### src/rtl/nanorv32_ahb_arb2_pkg.sv
// Shared AHB constants and encodings for the two-master nanorv32 AHB arbiter.
package nanorv32_ahb_arb2_pkg;

    localparam logic [1:0] HTRANS_IDLE   = 2'b00;
    localparam logic [1:0] HTRANS_NONSEQ = 2'b10;
    localparam logic       HRESP_OKAY    = 1'b0;
    localparam logic       HRESP_ERROR   = 1'b1;

    typedef enum logic [1:0] {
        ST_IDLE = 2'd0,
        ST_WAIT = 2'd1,
        ST_DATA = 2'd2
    } stage_state_e;

    typedef enum logic [1:0] {
        OWN_NONE = 2'd0,
        OWN_D    = 2'd1,
        OWN_I    = 2'd2
    } owner_e;

endpackage

### src/rtl/nanorv32_ahb_arb_in_stage.sv
// Per-master input stage: accepts an address phase at once and holds it while the slave is taken.
module nanorv32_ahb_arb_in_stage
    import nanorv32_ahb_arb2_pkg::*;
#(
    parameter int unsigned ADDR_W = 32
) (
    input  logic              clk,
    input  logic              rst,
    input  logic [1:0]        htrans,
    input  logic [ADDR_W-1:0] haddr,
    input  logic              hwrite,
    input  logic [2:0]        hsize,
    input  logic              grant,
    input  logic              s_hready,
    output logic              hready,
    output logic              cand,
    output logic [ADDR_W-1:0] a_haddr,
    output logic              a_hwrite,
    output logic [2:0]        a_hsize
);

    stage_state_e      state_q, state_d;
    logic [ADDR_W-1:0] hold_addr;
    logic              hold_write;
    logic [2:0]        hold_size;
    logic              req;
    logic              take;
    logic              hold_en;
    logic              unused_htrans0;

    // Only htrans[1] distinguishes an active transfer; SEQ and NONSEQ are treated alike.
    assign unused_htrans0 = htrans[0];

    // State register.
    always_ff @(posedge clk) begin
        if (rst) begin
            state_q <= ST_IDLE;
        end else begin
            state_q <= state_d;
        end
    end

    // Next state, master handshake and address-phase source selection.
    always_comb begin
        hready   = 1'b1;
        state_d  = state_q;
        case (state_q)
            ST_WAIT: hready = 1'b0;
            ST_DATA: hready = s_hready;
            default: hready = 1'b1;
        endcase

        req     = htrans[1] & hready;
        take    = grant & s_hready;
        cand    = (state_q == ST_WAIT) | req;
        hold_en = req & ~take;

        if (state_q == ST_WAIT) begin
            if (take) begin
                state_d = ST_DATA;
            end
        end else if ((state_q == ST_IDLE) || s_hready) begin
            if (req) begin
                state_d = take ? ST_DATA : ST_WAIT;
            end else begin
                state_d = ST_IDLE;
            end
        end

        if (state_q == ST_WAIT) begin
            a_haddr  = hold_addr;
            a_hwrite = hold_write;
            a_hsize  = hold_size;
        end else begin
            a_haddr  = haddr;
            a_hwrite = hwrite;
            a_hsize  = hsize;
        end
    end

    // Hold register captures an accepted address phase that could not be forwarded.
    always_ff @(posedge clk) begin
        if (rst) begin
            hold_addr  <= '0;
            hold_write <= 1'b0;
            hold_size  <= 3'd0;
        end else if (hold_en) begin
            hold_addr  <= haddr;
            hold_write <= hwrite;
            hold_size  <= hsize;
        end
    end

endmodule

### src/rtl/nanorv32_ahb_arb2.sv
// Two-master (D, I) to one-slave AHB-lite arbiter with D priority and an I anti-starvation count.
module nanorv32_ahb_arb2
    import nanorv32_ahb_arb2_pkg::*;
#(
    parameter int unsigned ADDR_W       = 32,
    parameter int unsigned DATA_W       = 32,
    parameter int unsigned MAX_D_GRANTS = 4
) (
    input  logic              clk,
    input  logic              rst,
    input  logic [1:0]        d_htrans,
    input  logic [ADDR_W-1:0] d_haddr,
    input  logic              d_hwrite,
    input  logic [2:0]        d_hsize,
    input  logic [DATA_W-1:0] d_hwdata,
    output logic [DATA_W-1:0] d_hrdata,
    output logic              d_hready,
    output logic              d_hresp,
    input  logic [1:0]        i_htrans,
    input  logic [ADDR_W-1:0] i_haddr,
    input  logic              i_hwrite,
    input  logic [2:0]        i_hsize,
    input  logic [DATA_W-1:0] i_hwdata,
    output logic [DATA_W-1:0] i_hrdata,
    output logic              i_hready,
    output logic              i_hresp,
    output logic [1:0]        s_htrans,
    output logic [ADDR_W-1:0] s_haddr,
    output logic              s_hwrite,
    output logic [2:0]        s_hsize,
    output logic [DATA_W-1:0] s_hwdata,
    input  logic [DATA_W-1:0] s_hrdata,
    input  logic              s_hready,
    input  logic              s_hresp
);

    localparam int unsigned CNT_W = $clog2(MAX_D_GRANTS + 1);

    logic              d_cand, i_cand;
    logic [ADDR_W-1:0] d_a_haddr, i_a_haddr;
    logic              d_a_hwrite, i_a_hwrite;
    logic [2:0]        d_a_hsize, i_a_hsize;
    logic              go, i_wins, grant_d, grant_i;
    logic [CNT_W-1:0]  d_cnt;
    owner_e            owner;

    nanorv32_ahb_arb_in_stage #(.ADDR_W(ADDR_W)) u_stage_d (
        .clk      (clk),
        .rst      (rst),
        .htrans   (d_htrans),
        .haddr    (d_haddr),
        .hwrite   (d_hwrite),
        .hsize    (d_hsize),
        .grant    (grant_d),
        .s_hready (s_hready),
        .hready   (d_hready),
        .cand     (d_cand),
        .a_haddr  (d_a_haddr),
        .a_hwrite (d_a_hwrite),
        .a_hsize  (d_a_hsize)
    );

    nanorv32_ahb_arb_in_stage #(.ADDR_W(ADDR_W)) u_stage_i (
        .clk      (clk),
        .rst      (rst),
        .htrans   (i_htrans),
        .haddr    (i_haddr),
        .hwrite   (i_hwrite),
        .hsize    (i_hsize),
        .grant    (grant_i),
        .s_hready (s_hready),
        .hready   (i_hready),
        .cand     (i_cand),
        .a_haddr  (i_a_haddr),
        .a_hwrite (i_a_hwrite),
        .a_hsize  (i_a_hsize)
    );

    // Scheduler: D first unless I has waited through MAX_D_GRANTS D grants.
    always_comb begin
        go      = s_hready & ~rst;
        i_wins  = i_cand & (~d_cand | (d_cnt == CNT_W'(MAX_D_GRANTS)));
        grant_i = go & i_wins;
        grant_d = go & d_cand & ~i_wins;
    end

    // Count D grants that overtook a waiting I; saturates at the limit.
    always_ff @(posedge clk) begin
        if (rst) begin
            d_cnt <= '0;
        end else if (grant_i || !i_cand) begin
            d_cnt <= '0;
        end else if (grant_d && (d_cnt != CNT_W'(MAX_D_GRANTS))) begin
            d_cnt <= d_cnt + CNT_W'(1);
        end
    end

    // Data-phase owner advances only when the slave completes a phase.
    always_ff @(posedge clk) begin
        if (rst) begin
            owner <= OWN_NONE;
        end else if (s_hready) begin
            owner <= grant_d ? OWN_D : (grant_i ? OWN_I : OWN_NONE);
        end
    end

    // Slave address phase from the granted stage; every forwarded transfer goes out as NONSEQ.
    always_comb begin
        s_htrans = HTRANS_IDLE;
        s_haddr  = '0;
        s_hwrite = 1'b0;
        s_hsize  = 3'd0;
        if (grant_d) begin
            s_htrans = HTRANS_NONSEQ;
            s_haddr  = d_a_haddr;
            s_hwrite = d_a_hwrite;
            s_hsize  = d_a_hsize;
        end else if (grant_i) begin
            s_htrans = HTRANS_NONSEQ;
            s_haddr  = i_a_haddr;
            s_hwrite = i_a_hwrite;
            s_hsize  = i_a_hsize;
        end
    end

    // Data-phase muxes: write data from the owner, response and read data only to the owner.
    always_comb begin
        s_hwdata = '0;
        d_hrdata = '0;
        i_hrdata = '0;
        d_hresp  = HRESP_OKAY;
        i_hresp  = HRESP_OKAY;
        if (owner == OWN_D) begin
            s_hwdata = d_hwdata;
            d_hrdata = s_hrdata;
            d_hresp  = (s_hresp == HRESP_ERROR) ? HRESP_ERROR : HRESP_OKAY;
        end else if (owner == OWN_I) begin
            s_hwdata = i_hwdata;
            i_hrdata = s_hrdata;
            i_hresp  = (s_hresp == HRESP_ERROR) ? HRESP_ERROR : HRESP_OKAY;
        end
    end

endmodule
### config.mk
export PLATFORM = sky130hd
export DESIGN_NAME = nanorv32_ahb_arb2
export DESIGN_NICKNAME = d
export VERILOG_FILES = /design/src/rtl/nanorv32_ahb_arb2_pkg.sv /design/src/rtl/nanorv32_ahb_arb_in_stage.sv /design/src/rtl/nanorv32_ahb_arb2.sv
export SDC_FILE = /design/constraint.sdc
export NUM_CORES = 1
export LEC_CHECK = 0
export CAP_MARGIN = 20
export CORE_ASPECT_RATIO = 1.75
export CORE_MARGIN = 4
export CORE_UTILIZATION = 36
export CTS_CLUSTER_DIAMETER = 50
export DETAILED_ROUTE_END_ITERATION = 10
export HOLD_SLACK_MARGIN = 0.15
export PLACE_DENSITY_LB_ADDON = 0.25
export SLEW_MARGIN = 20
export SYNTH_ARGS = -nofsm -noshare
export SYNTH_HDL_FRONTEND = slang
export SYNTH_SLANG_ARGS = --single-unit
### constraint.sdc
create_clock -name clk -period 2 [get_ports clk]
set_input_delay 0.4 -clock clk [delete_from_list [all_inputs] [get_ports clk]]
set_output_delay 0.4 -clock clk [all_outputs]
set_load 0.01 [all_outputs]
==> out/summary.txt, run 1 <==
Crit-path max FO = 4
Total number of vias = 6181
Final setup skew = 0.009056 ns
CTS Sinks = 81
Clk buf depth = 2
Async S/R FF share, synth = 0
Worst Setup Path Type = reg -> out
Grt ovf = 0
Syn Nets = 795
Post-synth top area share = 0.2797
Crit path DAT = 2.15 ns
Core area = 0.01588 mm^2
Port Buffer Count = 310
Hold WC Path Type = reg -> reg
R2R Setup Slk = -0.19 ns
Max_cap viols = 0
Synth top area cells = dfxtp_1 28%, mux2i_1 25%, nand2b_1 16%, and2_1 7.2%, o22ai_2 6.5%
Starting Density = 0.3652
Initial DRC count = 289
DRT Wirelength = 27100 um
Via count of the first global-routing pass = 6358
DRC viols = 0
Final setup fails = 91
Cells after Synth = 617
GRT Total Usage = 0.2787
PD cells = 547.2 mW/mm^2
CTS tree = yes
Cell Area, Synth = 0.005798 mm^2
Status = finished, violations left
Max frequency = 0.3927 GHz
Register area share after synthesis = 0.2797
Post-route clock period utilization = 1.273
Startpoint Class = register
Failing checks = setup timing
Final estimated routing congestion in global placement = 0.8566
Final WS setup = -0.5465 ns
Seq cells post-synth = 81
Clk_lat worst skew = 0.34 ns
Final Util = 0.6738
Number of synthesized flops with an enable pin = 0
Cell taking the most area after synthesis = dfxtp_1
Relative slew slack = 0.5103
Commonest non-fill, non-tap cell in the layout = clkdlybuf4s50_1
Main synth FF type = dfxtp_1
Final HPWL DP = 18680 um
Syn Area/Cell = 9.397 um^2
Die H = 175.9 um
Fin crit period = 2.546 ns
Full die area = 0.01828 mm^2
Slew @ Worst Pin = 0.7345 ns
Hold Buf Count CTS = 0
Clk slew on worst S/H paths = 0.07 ns
Net count reported at finish = 1186
Pre-antenna DRT Iters = 5
Initial antenna violation count = 17
Worst hold slack = 0.4735 ns
Netlist cell types = 41
CTS root buffer = clkbuf_16
Layout cells sized above 1 = 0.3396
Largest net degree at the start of global routing = 107
Most frequent cells in the layout = 169 x clkdlybuf4s50_1, 145 x mux2i_1, 145 x nand2b_1
IO Count = 314
CP endpoint kind = output port
Pre-CTS WS = -1.135 ns
Wire length per cell = 22.43 um
RSZ-0062 raised after global routing = yes
Final count of pins violating max slew = 0
Die Span X = 103.9 um
Tot Pwr = 5.853 mW
First-pass GRT wire length = 38330 um
Area growth, synth to finish = 84.48%
Maximum VDD drop = 0.0004408 V
Final hold vios = 0
Rows = 61
Drt via density = 5.117
H-tree levels = 3
TritonCTS Buffers = 9
Worst endpoint required time = 1.60 ns
Syn. warnings = 0
Antenna-violating nets left = 0
P_leak = 4.901 nW
per-stage QoR:
| step | setup TNS, ns | cells | area (um^2) |
|---|---|---|---|
| floorplan | -0.06098 | 617 | 5897 |
| CTS | -18.05 | 1184 | 10420 |
| finish | -23.47 | 1208 | 10700 |
| global placement | -61.53 | 1134 | 9629 |
| global route | -29.95 | 1203 | 10680 |
| detailed placement | -64.39 | 1134 | 9629 |
where the power goes:
group          switching (mW)  internal [mW]
combinational           0.939           1.28
clock                   0.716           1.10
sequential             0.0762           1.74
total                    1.73           4.12
synth_stat cells, types with 3 or more instances:
library cell / n
nor2b_1: 3
dfxtp_1: 81
o22ai_2: 30
buf_6: 9
a22o_1: 32
clkbuf_1: 29
and2_1: 67
a21oi_1: 7
mux2i_1: 145
nand2_1: 5
nand2b_1: 146
o22ai_1: 6
buf_12: 3
inv_1: 4
nor2_1: 7
buf_2: 11
layout make-up:
class,instances,area (um^2)
multi-input combinational,476,4143
tap,189,236.5
clock inverter,6,90.09
clock buffer,10,229.0
sequential,81,1639
antenna,6,15.01
timing repair buffer,436,4329
inverter,4,15.01
fill,1274,5179
metal layers:
| metal | vias up | global-route usage | share of wire |
|---|---|---|---|
| met5 | - | 0 | 0.0055 |
| met4 | 24 | 0.09540 | 0.028 |
| met2 | 293 | 0.4821 | 0.49 |
| li1 | 2929 | - | - |
| met3 | 68 | 0.1570 | 0.12 |
| met1 | 2867 | 0.2817 | 0.35 |
logic make-up (layout without fill, tap and decap cells):
family                   Yosys count  count (layout)  synth area share
AO/OA/AOI/OAI                     85              85            0.1411
XOR/XNOR                           1               1          0.001511
adder cells (fa/ha/maj)            2               2          0.004315
buffers and inverters             60             456           0.06258
flip-flops                        81              81            0.2797
multiplexers                     145             145            0.2503
other                              1               7         0.0006468
AND/OR/NAND/NOR                  242             242            0.2598
path summary, 6_finish.rpt:
check / cells after the start / from / endpoint
setup reg to reg: 13 / u_stage_d.state_q[1] / u_stage_d.hold_size[2]
setup / recovery: 9 / u_stage_d.state_q[1] / s_haddr[5]
hold / removal: 2 / u_stage_d.hold_addr[23] / u_stage_d.hold_addr[23]
hold reg to reg: 2 / u_stage_d.hold_addr[23] / u_stage_d.hold_addr[23]
critical path, cell delays in order, from the launching register on:
cell	delay (ns)
dfxtp_2	0.39
inv_1	0.11
o21ai_4	0.18
nor2_2	0.06
or3_4	0.39
buf_12	0.16
buf_16	0.13
buf_12	0.12
o22ai_4	0.13
buf_2	0.15
state kept, by name (all words and copies together) (netlist names):
| register | flops |
|---|---|
| u_stage_i.hold_write | 1 |
| u_stage_d.hold_size | 3 |
| u_stage_d.hold_addr | 32 |
| u_stage_d.state_q | 2 |
| d_cnt | 3 |
| owner | 2 |
| u_stage_i.hold_size | 3 |
| u_stage_i.state_q | 2 |
| u_stage_d.hold_write | 1 |
| u_stage_i.hold_addr | 32 |
what timing repair did:
| item | 4_1_cts | 5_1_grt |
|---|---|---|
| pin swaps | 18 | 22 |
| setup buffers | 20 | 19 |
| setup endpoints to repair | 169 | 115 |
| cloned | 14 | 5 |
| hold endpoints to repair | 0 | 0 |
| resized for setup | 484 | 139 |
(Power assumes the default switching activity.)
==> run 2: changes to the inputs <==
Settings changed: REMOVE_ABC_BUFFERS set to 1.
==> run 2 against run 1 <==
  * Largest power group unchanged
  * Final area shrank 3.4%
  * Critical path depth is 1 higher
  * The run still ends with setup timing left
  * Clock power is 8% higher
  * Via count fell by 1.9%
==> out/summary.txt, run 2 (same netlist as run 1, synthesis figures left out) <==
CTS tree = yes (unchanged)
CTS root buffer = clkbuf_16 (unchanged)
Worst Setup Path Type = reg -> out (unchanged)
Met1 Usage GRT = 0.2776 (was 0.2817)
CP max stage cell = dfxtp_2 (unchanged)
DRC viols = 0 (unchanged)
Wire length per cell = 22.98 um (was 22.43 um)
Crit path DAT = 2.03 ns (was 2.15 ns)
Starting Density = 0.3652 (unchanged)
Final setup fails = 37 (was 91)
Drt via density = 5.132 (was 5.117)
Met3 GRT Util = 0.1618 (was 0.1570)
Largest net degree at the start of global routing = 119 (was 107)
Final HPWL DP = 19430 um (was 18680 um)
IO Count = 314 (unchanged)
Setup TNS = -14.70 ns (was -23.47 ns)
Fin crit period = 2.427 ns (was 2.546 ns)
Core area = 0.01588 mm^2 (unchanged)
Failing checks = setup timing (unchanged)
Max_cap viols = 0 (unchanged)
CP bufs+invs = 4 (was 5)
Most frequent cells in the layout = 169 x clkdlybuf4s50_1, 145 x nand2b_1, 144 x mux2i_1 (was 169 x clkdlybuf4s50_1, 145 x mux2i_1, 145 x nand2b_1)
Cells on Worst Hold Path = 2 (unchanged)
Fill count = 1342 (was 1274)
Relative slew slack = 0.4381 (was 0.5103)
Cells along the critical path = inv_2, ha_4, nand2_4, o21ai_4, buf_4, o21bai_4, nand3_4, clkbuf_16, o22ai_2, buf_2 (was inv_1, o21ai_4, nor2_2, or3_4, buf_12, buf_16, buf_12, o22ai_4, buf_2)
Status = finished, violations left (unchanged)
Pre-antenna DRT Iters = 4 (was 5)
PD cells = 570.1 mW/mm^2 (was 547.2 mW/mm^2)
Slew @ Worst Pin = 0.8428 ns (was 0.7345 ns)
Grt peak-use layer = met2 (unchanged)
Final estimated routing congestion in global placement = 0.8925 (was 0.8566)
Max frequency = 0.4121 GHz (was 0.3927 GHz)
Family with the most delay on the worst path = buffers and inverters (unchanged)
CP endpoint kind = output port (unchanged)
Clk_lat worst skew = 0.34 ns (about the same)
Clk buf depth = 2 (unchanged)
Startpoint Class = register (unchanged)
Crit-path max FO = 6 (was 4)
Initial antenna violation count = 19 (was 17)
Post-route clock period utilization = 1.213 (was 1.273)
Initial DRC count = 241 (was 289)
Crit-path max cell delay = 0.33 ns (was 0.39 ns)
Full die area = 0.01828 mm^2 (unchanged)
Maximum VDD drop = 0.0004184 V (was 0.0004408 V)
RSZ-0062 raised after global routing = yes (unchanged)
Antenna-violating nets left = 0 (unchanged)
P_leak = 4.731 nW (was 4.901 nW)
Hold WC Path Type = reg -> reg (unchanged)
H-tree levels = 3 (unchanged)
GRT Total Usage = 0.2757 (was 0.2787)
Via count of the first global-routing pass = 6258 (was 6358)
Largest regs = u_stage_d.hold_addr: 32 flops, u_stage_i.hold_addr: 32 flops (unchanged)
CTS Sinks = 81 (unchanged)
Total number of vias = 6066 (was 6181)
R2R Setup Slk = 0.03 ns (was -0.19 ns)
Die H = 175.9 um (unchanged)
Net count reported at finish = 1161 (was 1186)
TritonCTS Buffers = 9 (unchanged)
Reg-to-reg startpoint = d_cnt[0] (was u_stage_d.state_q[1])
RR Endpoint = u_stage_d.hold_size[2] (unchanged)
Die Span X = 103.9 um (unchanged)
Commonest non-fill, non-tap cell in the layout = clkdlybuf4s50_1 (unchanged)
Final setup skew = 0.01140 ns (was 0.009056 ns)
R2R depth = 13 (unchanged)
Hold Path Sink = u_stage_i.hold_addr[3] (was u_stage_d.hold_addr[23])
Hold Buf Count CTS = 0 (unchanged)
Grt ovf = 0 (unchanged)
Final hold vios = 0 (unchanged)
Area growth, synth to finish = 78.20% (was 84.48%)
Layout cells sized above 1 = 0.3360 (was 0.3396)
Final count of pins violating max slew = 0 (unchanged)
Hold Crit Start = u_stage_i.hold_addr[3] (was u_stage_d.hold_addr[23])
Met2 Resource Use GR = 0.4807 (was 0.4821)
Finished Cell Area = 0.01033 mm^2 (was 0.01070 mm^2)
Port Buffer Count = 310 (unchanged)
First-pass GRT wire length = 37760 um (was 38330 um)
Final WS setup = -0.4267 ns (was -0.5465 ns)
Rows = 61 (unchanged)
Worst endpoint required time = 1.60 ns (about the same)
Placed inst area = 0.009484 mm^2 (was 0.009629 mm^2)
DRT Wirelength = 27160 um (was 27100 um)
Clk slew on worst S/H paths = 0.06 ns (was 0.07 ns)
run 2: cell types whose count changed in the layout (fill, tap and decap cells not counted), sizes merged, moves of 3 or more:
| cell | before | now |
|---|---|---|
| dlygate4sd2 | 15 | 3 |
| bufbuf | 3 | 0 |
| clkbuf | 30 | 35 |
| buf | 220 | 206 |
run 2: worst max-delay path by stage:
stage / startpoint / cells past startpoint / end
finish: d_cnt[0] / 10 / s_haddr[8]
global route: d_cnt[0] / 10 / s_haddr[8]
CTS: d_cnt[1] / 9 / s_haddr[25]
detailed placement: s_hready / 8 / s_hsize[1]
global placement: s_hready / 8 / s_haddr[21]
floorplan: u_stage_d.state_q[1] / 4 / s_haddr[0]
run 2: report_power, final:
group          switching [mW]  internal, mW  leakage (nW)  total (mW)
sequential             0.0733          1.74         0.668        1.81
combinational           0.899          1.20          3.89        2.10
clock                   0.715          1.26         0.169        1.97
total                    1.69          4.20          4.73        5.89
run 2: routing by layer:
metal	vias to the layer above	routed length, um	part of all wire
met3	58	3288	0.12
met5	-	174	0.0064
met4	28	615	0.023
met1	2834	9504	0.35
li1	2873	-	-
met2	273	13580	0.50
run 2: timing repair:
action | in CTS | in global routing
resized for setup | 524 | 119
pin swaps | 16 | 22
cloned | 9 | 10
setup endpoints to repair | 153 | 129
setup buffers | 18 | 6
run 2: layout make-up:
type	count	area (um^2)	share of cell area
multi-input cells	476	4068	0.3937
repair buffers	411	4014	0.3885
flip-flops and latches	81	1633	0.1580
clock buffers	10	239.0	0.02313
well taps	189	236.5	0.02289
clock inverters	6	115.1	0.01114
inverters	4	15.01	0.001453
diodes	5	12.51	0.001211
run 2: through the flow:
step | setup slack (ns) | hold WS, ns | power (mW) | util | instances
3_5_place_dp | -1.202 | 0.4645 | 3.729 | 0.5974 | 1123
3_3_place_gp | -1.142 | 0.4577 | 3.716 | 0.5974 | 1123
5_1_grt | -0.5114 | 0.4894 | 6.097 | 0.6504 | 1179
4_1_cts | -0.5584 | 0.4763 | 5.756 | 0.6214 | 1165
2_1_floorplan | -1.376 | 0.4391 | 2.651 | - | 561
6_report | -0.4267 | 0.4736 | 5.891 | 0.6509 | 1182
run 2: worst register-to-register path, cell delays in order, from the launching register on:
cell	delay (ns)
dfxtp_2	0.32
inv_2	0.06
ha_4	0.14
nand2_4	0.06
o21ai_4	0.07
buf_4	0.14
o21bai_4	0.07
buf_4	0.15
buf_6	0.11
buf_6	0.12
a21oi_4	0.14
buf_12	0.17
clkbuf_16	0.18
mux2i_1	0.18
==> run 3: changes to the inputs <==
Settings changed: ABC_AREA set to 1, CORE_MARGIN 4 to 3.
==> run 3 against run 2 <==
  * The flow still finishes with violations (setup timing)
  * Sequential power increased by 6%
  * Die area shrank 6.6%
  * Global-route usage rose by 0.96 points
  * Setup slack gained 0.17 ns
  * Critical path depth down 1
  * Cell count rose by 30%
  * Synthesized area decreased by 3.8%
  * Sequential share of layout area is 0.11 points lower
  * Total power up 8.6%
  * Critical path type unchanged
  * Critical endpoint is now s_haddr[25]
  * Highest routed layer unchanged
==> out/summary.txt, run 3 <==
Status = finished, violations left (unchanged)
Failing checks = setup timing (unchanged)
CTS Sinks = 81 (unchanged)
Hold Buf Count CTS = 0 (unchanged)
Clk slew on worst S/H paths = 0.06 ns (about the same)
CP endpoint kind = output port (unchanged)
Met1 Usage GRT = 0.3149 (was 0.2776)
TritonCTS Buffers = 9 (unchanged)
Crit-path max FO = 15 (was 6)
Full die area = 0.01708 mm^2 (was 0.01828 mm^2)
Antenna-violating nets left = 0 (unchanged)
Layout cells sized above 1 = 0.2739 (was 0.3360)
Final WS setup = -0.2608 ns (was -0.4267 ns)
Core area = 0.01506 mm^2 (was 0.01588 mm^2)
Main synth FF type = dfxtp_1 (unchanged)
Final setup fails = 43 (was 37)
Wire length per cell = 17.11 um (was 22.98 um)
First-pass GRT wire length = 37970 um (was 37760 um)
Critical path startpoint = u_stage_i.state_q[0] (was d_cnt[0])
Seq cells post-synth = 81 (unchanged)
Grt peak-use layer = met2 (unchanged)
Starting Density = 0.3702 (was 0.3652)
Grt ovf = 0 (unchanged)
Clk buf depth = 2 (unchanged)
Pre-antenna DRT Iters = 5 (was 4)
P_leak = 5.459 nW (was 4.731 nW)
Max frequency = 0.4423 GHz (was 0.4121 GHz)
CTS root buffer = clkbuf_16 (unchanged)
GRT Total Usage = 0.2853 (was 0.2757)
Post-synth top area share = 0.2908 (was 0.2797)
IO Count = 314 (unchanged)
Initial DRC count = 432 (was 241)
Startpoint Class = register (unchanged)
DRC viols = 0 (unchanged)
Initial antenna violation count = 6 (was 19)
Netlist cell types = 32 (was 41)
Commonest non-fill, non-tap cell in the layout = nor2_1 (was clkdlybuf4s50_1)
Hold WC Path Type = reg -> reg (unchanged)
Die H = 170.6 um (was 175.9 um)
R2R depth = 13 (unchanged)
Pre-CTS WS = -0.8564 ns (was -1.202 ns)
Crit-path max cell delay = 0.32 ns (was 0.33 ns)
Rows = 59 (was 61)
Crit path to = s_haddr[25] (was s_haddr[8])
CTS tree = yes (unchanged)
Final HPWL DP = 19030 um (was 19430 um)
PD cells = 616.1 mW/mm^2 (was 570.1 mW/mm^2)
Cells along the critical path = inv_1, or2_4, nand3_4, nand2_4, nand2_4, nand2_8, buf_12, o22ai_2, buf_2 (was inv_2, ha_4, nand2_4, o21ai_4, buf_4, o21bai_4, nand3_4, clkbuf_16, o22ai_2, buf_2)
Final count of pins violating max slew = 0 (unchanged)
Critical path depth = 9 (was 10)
DRT Wirelength = 26260 um (was 27160 um)
CP bufs+invs = 3 (was 4)
Largest regs = u_stage_d.hold_addr: 32 flops, u_stage_i.hold_addr: 32 flops (unchanged)
Port Buffer Count = 310 (unchanged)
Net count reported at finish = 1526 (was 1161)
Worst endpoint required time = 1.60 ns (about the same)
Via count of the first global-routing pass = 7120 (was 6258)
Number of synthesized flops with an enable pin = 0 (unchanged)
Met2 Resource Use GR = 0.4958 (was 0.4807)
List of most frequent post-synthesis cells = 174 x nor2_1, 159 x nand2_1, 145 x inv_1 (was 146 x nand2b_1, 145 x mux2i_1, 81 x dfxtp_1)
Area growth, synth to finish = 86.33% (was 78.20%)
Final setup skew = 0.006311 ns (was 0.01140 ns)
Syn Area/Cell = 5.856 um^2 (was 9.397 um^2)
Crit path DAT = 1.86 ns (was 2.03 ns)
RR Endpoint = u_stage_i.hold_addr[20] (was u_stage_d.hold_size[2])
Cell Area, Synth = 0.005575 mm^2 (was 0.005798 mm^2)
Family with the most delay on the worst path = simple AND/OR/NAND/NOR gates (was buffers and inverters)
CP max stage cell = dfxtp_1 (was dfxtp_2)
Most common cell on crit path = nand2_4
Cell taking the most area after synthesis = dfxtp_1 (unchanged)
Maximum VDD drop = 0.0005169 V (was 0.0004184 V)
Drt via density = 5.040 (was 5.132)
Post-route clock period utilization = 1.130 (was 1.213)
Count leader, synth = nor2_1 (was nand2b_1)
Clk_lat worst skew = 0.34 ns (about the same)
Fin crit period = 2.261 ns (was 2.427 ns)
Worst Setup Path Type = reg -> out (unchanged)
RSZ-0062 raised after global routing = yes (unchanged)
Syn. warnings = 0 (unchanged)
Register area share after synthesis = 0.2908 (was 0.2797)
R2R Setup Slk = 0.02 ns (was 0.03 ns)
Async S/R FF share, synth = 0 (unchanged)
Largest net degree at the start of global routing = 44 (was 119)
Final estimated routing congestion in global placement = 0.8619 (was 0.8925)
Most frequent cells in the layout = 174 x nor2_1, 169 x clkdlybuf4s50_1, 157 x nand2_1 (was 169 x clkdlybuf4s50_1, 145 x nand2b_1, 144 x mux2i_1)
Max_cap viols = 0 (unchanged)
Die Span X = 100.1 um (was 103.9 um)
Met3 GRT Util = 0.1061 (was 0.1618)
Finished Cell Area = 0.01039 mm^2 (was 0.01033 mm^2)
Worst hold slack = 0.4717 ns (was 0.4736 ns)
Synth top area cells = dfxtp_1 29%, nor2_1 12%, nand2_1 11%, inv_1 9.8%, o21ai_0 9.2% (was dfxtp_1 28%, mux2i_1 25%, nand2b_1 16%, and2_1 7.2%, o22ai_2 6.5%)
Placed inst area = 0.009688 mm^2 (was 0.009484 mm^2)
Cells after Synth = 952 (was 617)
Reg-to-reg startpoint = u_stage_i.state_q[0] (was d_cnt[0])
Final hold vios = 0 (unchanged)
H-tree levels = 3 (unchanged)
Total number of vias = 7737 (was 6066)
run 3: changes by cell type in the layout (fill, tap and decap cells not counted), moves of 98 or more:
cell | previous run | this run
nor2_1 | 6 | 174
inv_1 | 2 | 143
mux2i_1 | 144 | 0
nand3_1 | 0 | 98
nand2_1 | 4 | 157
nand2b_1 | 145 | 0
run 3: final cells by class:
class	count	area, um^2
Fill cell	1277	4671
Inverter	151	570.5
Antenna cell	1	2.502
Multi-Input combinational cell	645	3492
Tap cell	183	229.0
Clock inverter	3	67.56
Clock buffer	11	232.7
Sequential cell	81	1630
Timing Repair Buffer	460	4164
run 3: tightest hold or removal path, delay by kind of cell (launching register included):
kind	cells	cell delay (ns)
flip-flops	1	0.32
AND/OR/NAND/NOR	2	0.11
run 3: kinds of logic (layout without fill, tap and decap cells):
kind of cell	after synthesis	in the layout	share of synthesized area
adders and majority gates	2	2	0.004488
and+or+nand+nor	456	456	0.3517
xor gates and xnor gates	1	1	0.001571
buffers and inverters	226	625	0.1690
DFF	81	81	0.2908
muxes	1	1	0.002020
other	1	2	0.0006726
AOI/OAI and AO/OA	184	184	0.1798
run 3: repair_timing:
item / in CTS / in global routing
endpoints found under the setup margin: 153 / 112
pin swaps: 7 / 10
gates cloned: 4 / 1
resized for setup: 557 / 96
setup buffers: 16 / 5
run 3: how the worst min path moves through the flow:
stage,depth (start not counted),end,start
after global routing,2,u_stage_i.hold_addr[11],u_stage_i.hold_addr[11]
final,2,u_stage_i.hold_addr[15],u_stage_i.hold_addr[15]
after detailed placement,2,u_stage_i.hold_addr[28],u_stage_i.hold_addr[28]
after global placement,2,u_stage_i.hold_addr[21],u_stage_i.hold_addr[21]
after floorplan,2,u_stage_i.hold_addr[0],u_stage_i.hold_addr[0]
after CTS,2,u_stage_i.hold_addr[31],u_stage_i.hold_addr[31]
run 3: per-stage QoR:
step           std cells  utilization  setup TNS (ns)  total power, mW
2_1_floorplan        877            -         -197.57            2.986
3_3_place_gp        1495       0.6433          -47.78            4.361
3_5_place_dp        1495       0.6433          -55.17            4.391
4_1_cts             1529       0.6677          -7.690            6.200
5_1_grt             1535       0.6898          -12.87            6.718
6_report            1535       0.6898          -8.547            6.400
run 3: where the power goes:
group / switching (mW) / internal (mW)
clock network: 0.658 / 1.08
registers: 0.110 / 1.81
logic: 1.42 / 1.32
total: 2.19 / 4.21
run 3: routing by layer:
layer | up-vias | part of all wire
met3 | 65 | 0.11
met2 | 352 | 0.49
met4 | 10 | 0.037
met1 | 3529 | 0.36
li1 | 3781 | -
met5 | - | 0.0027
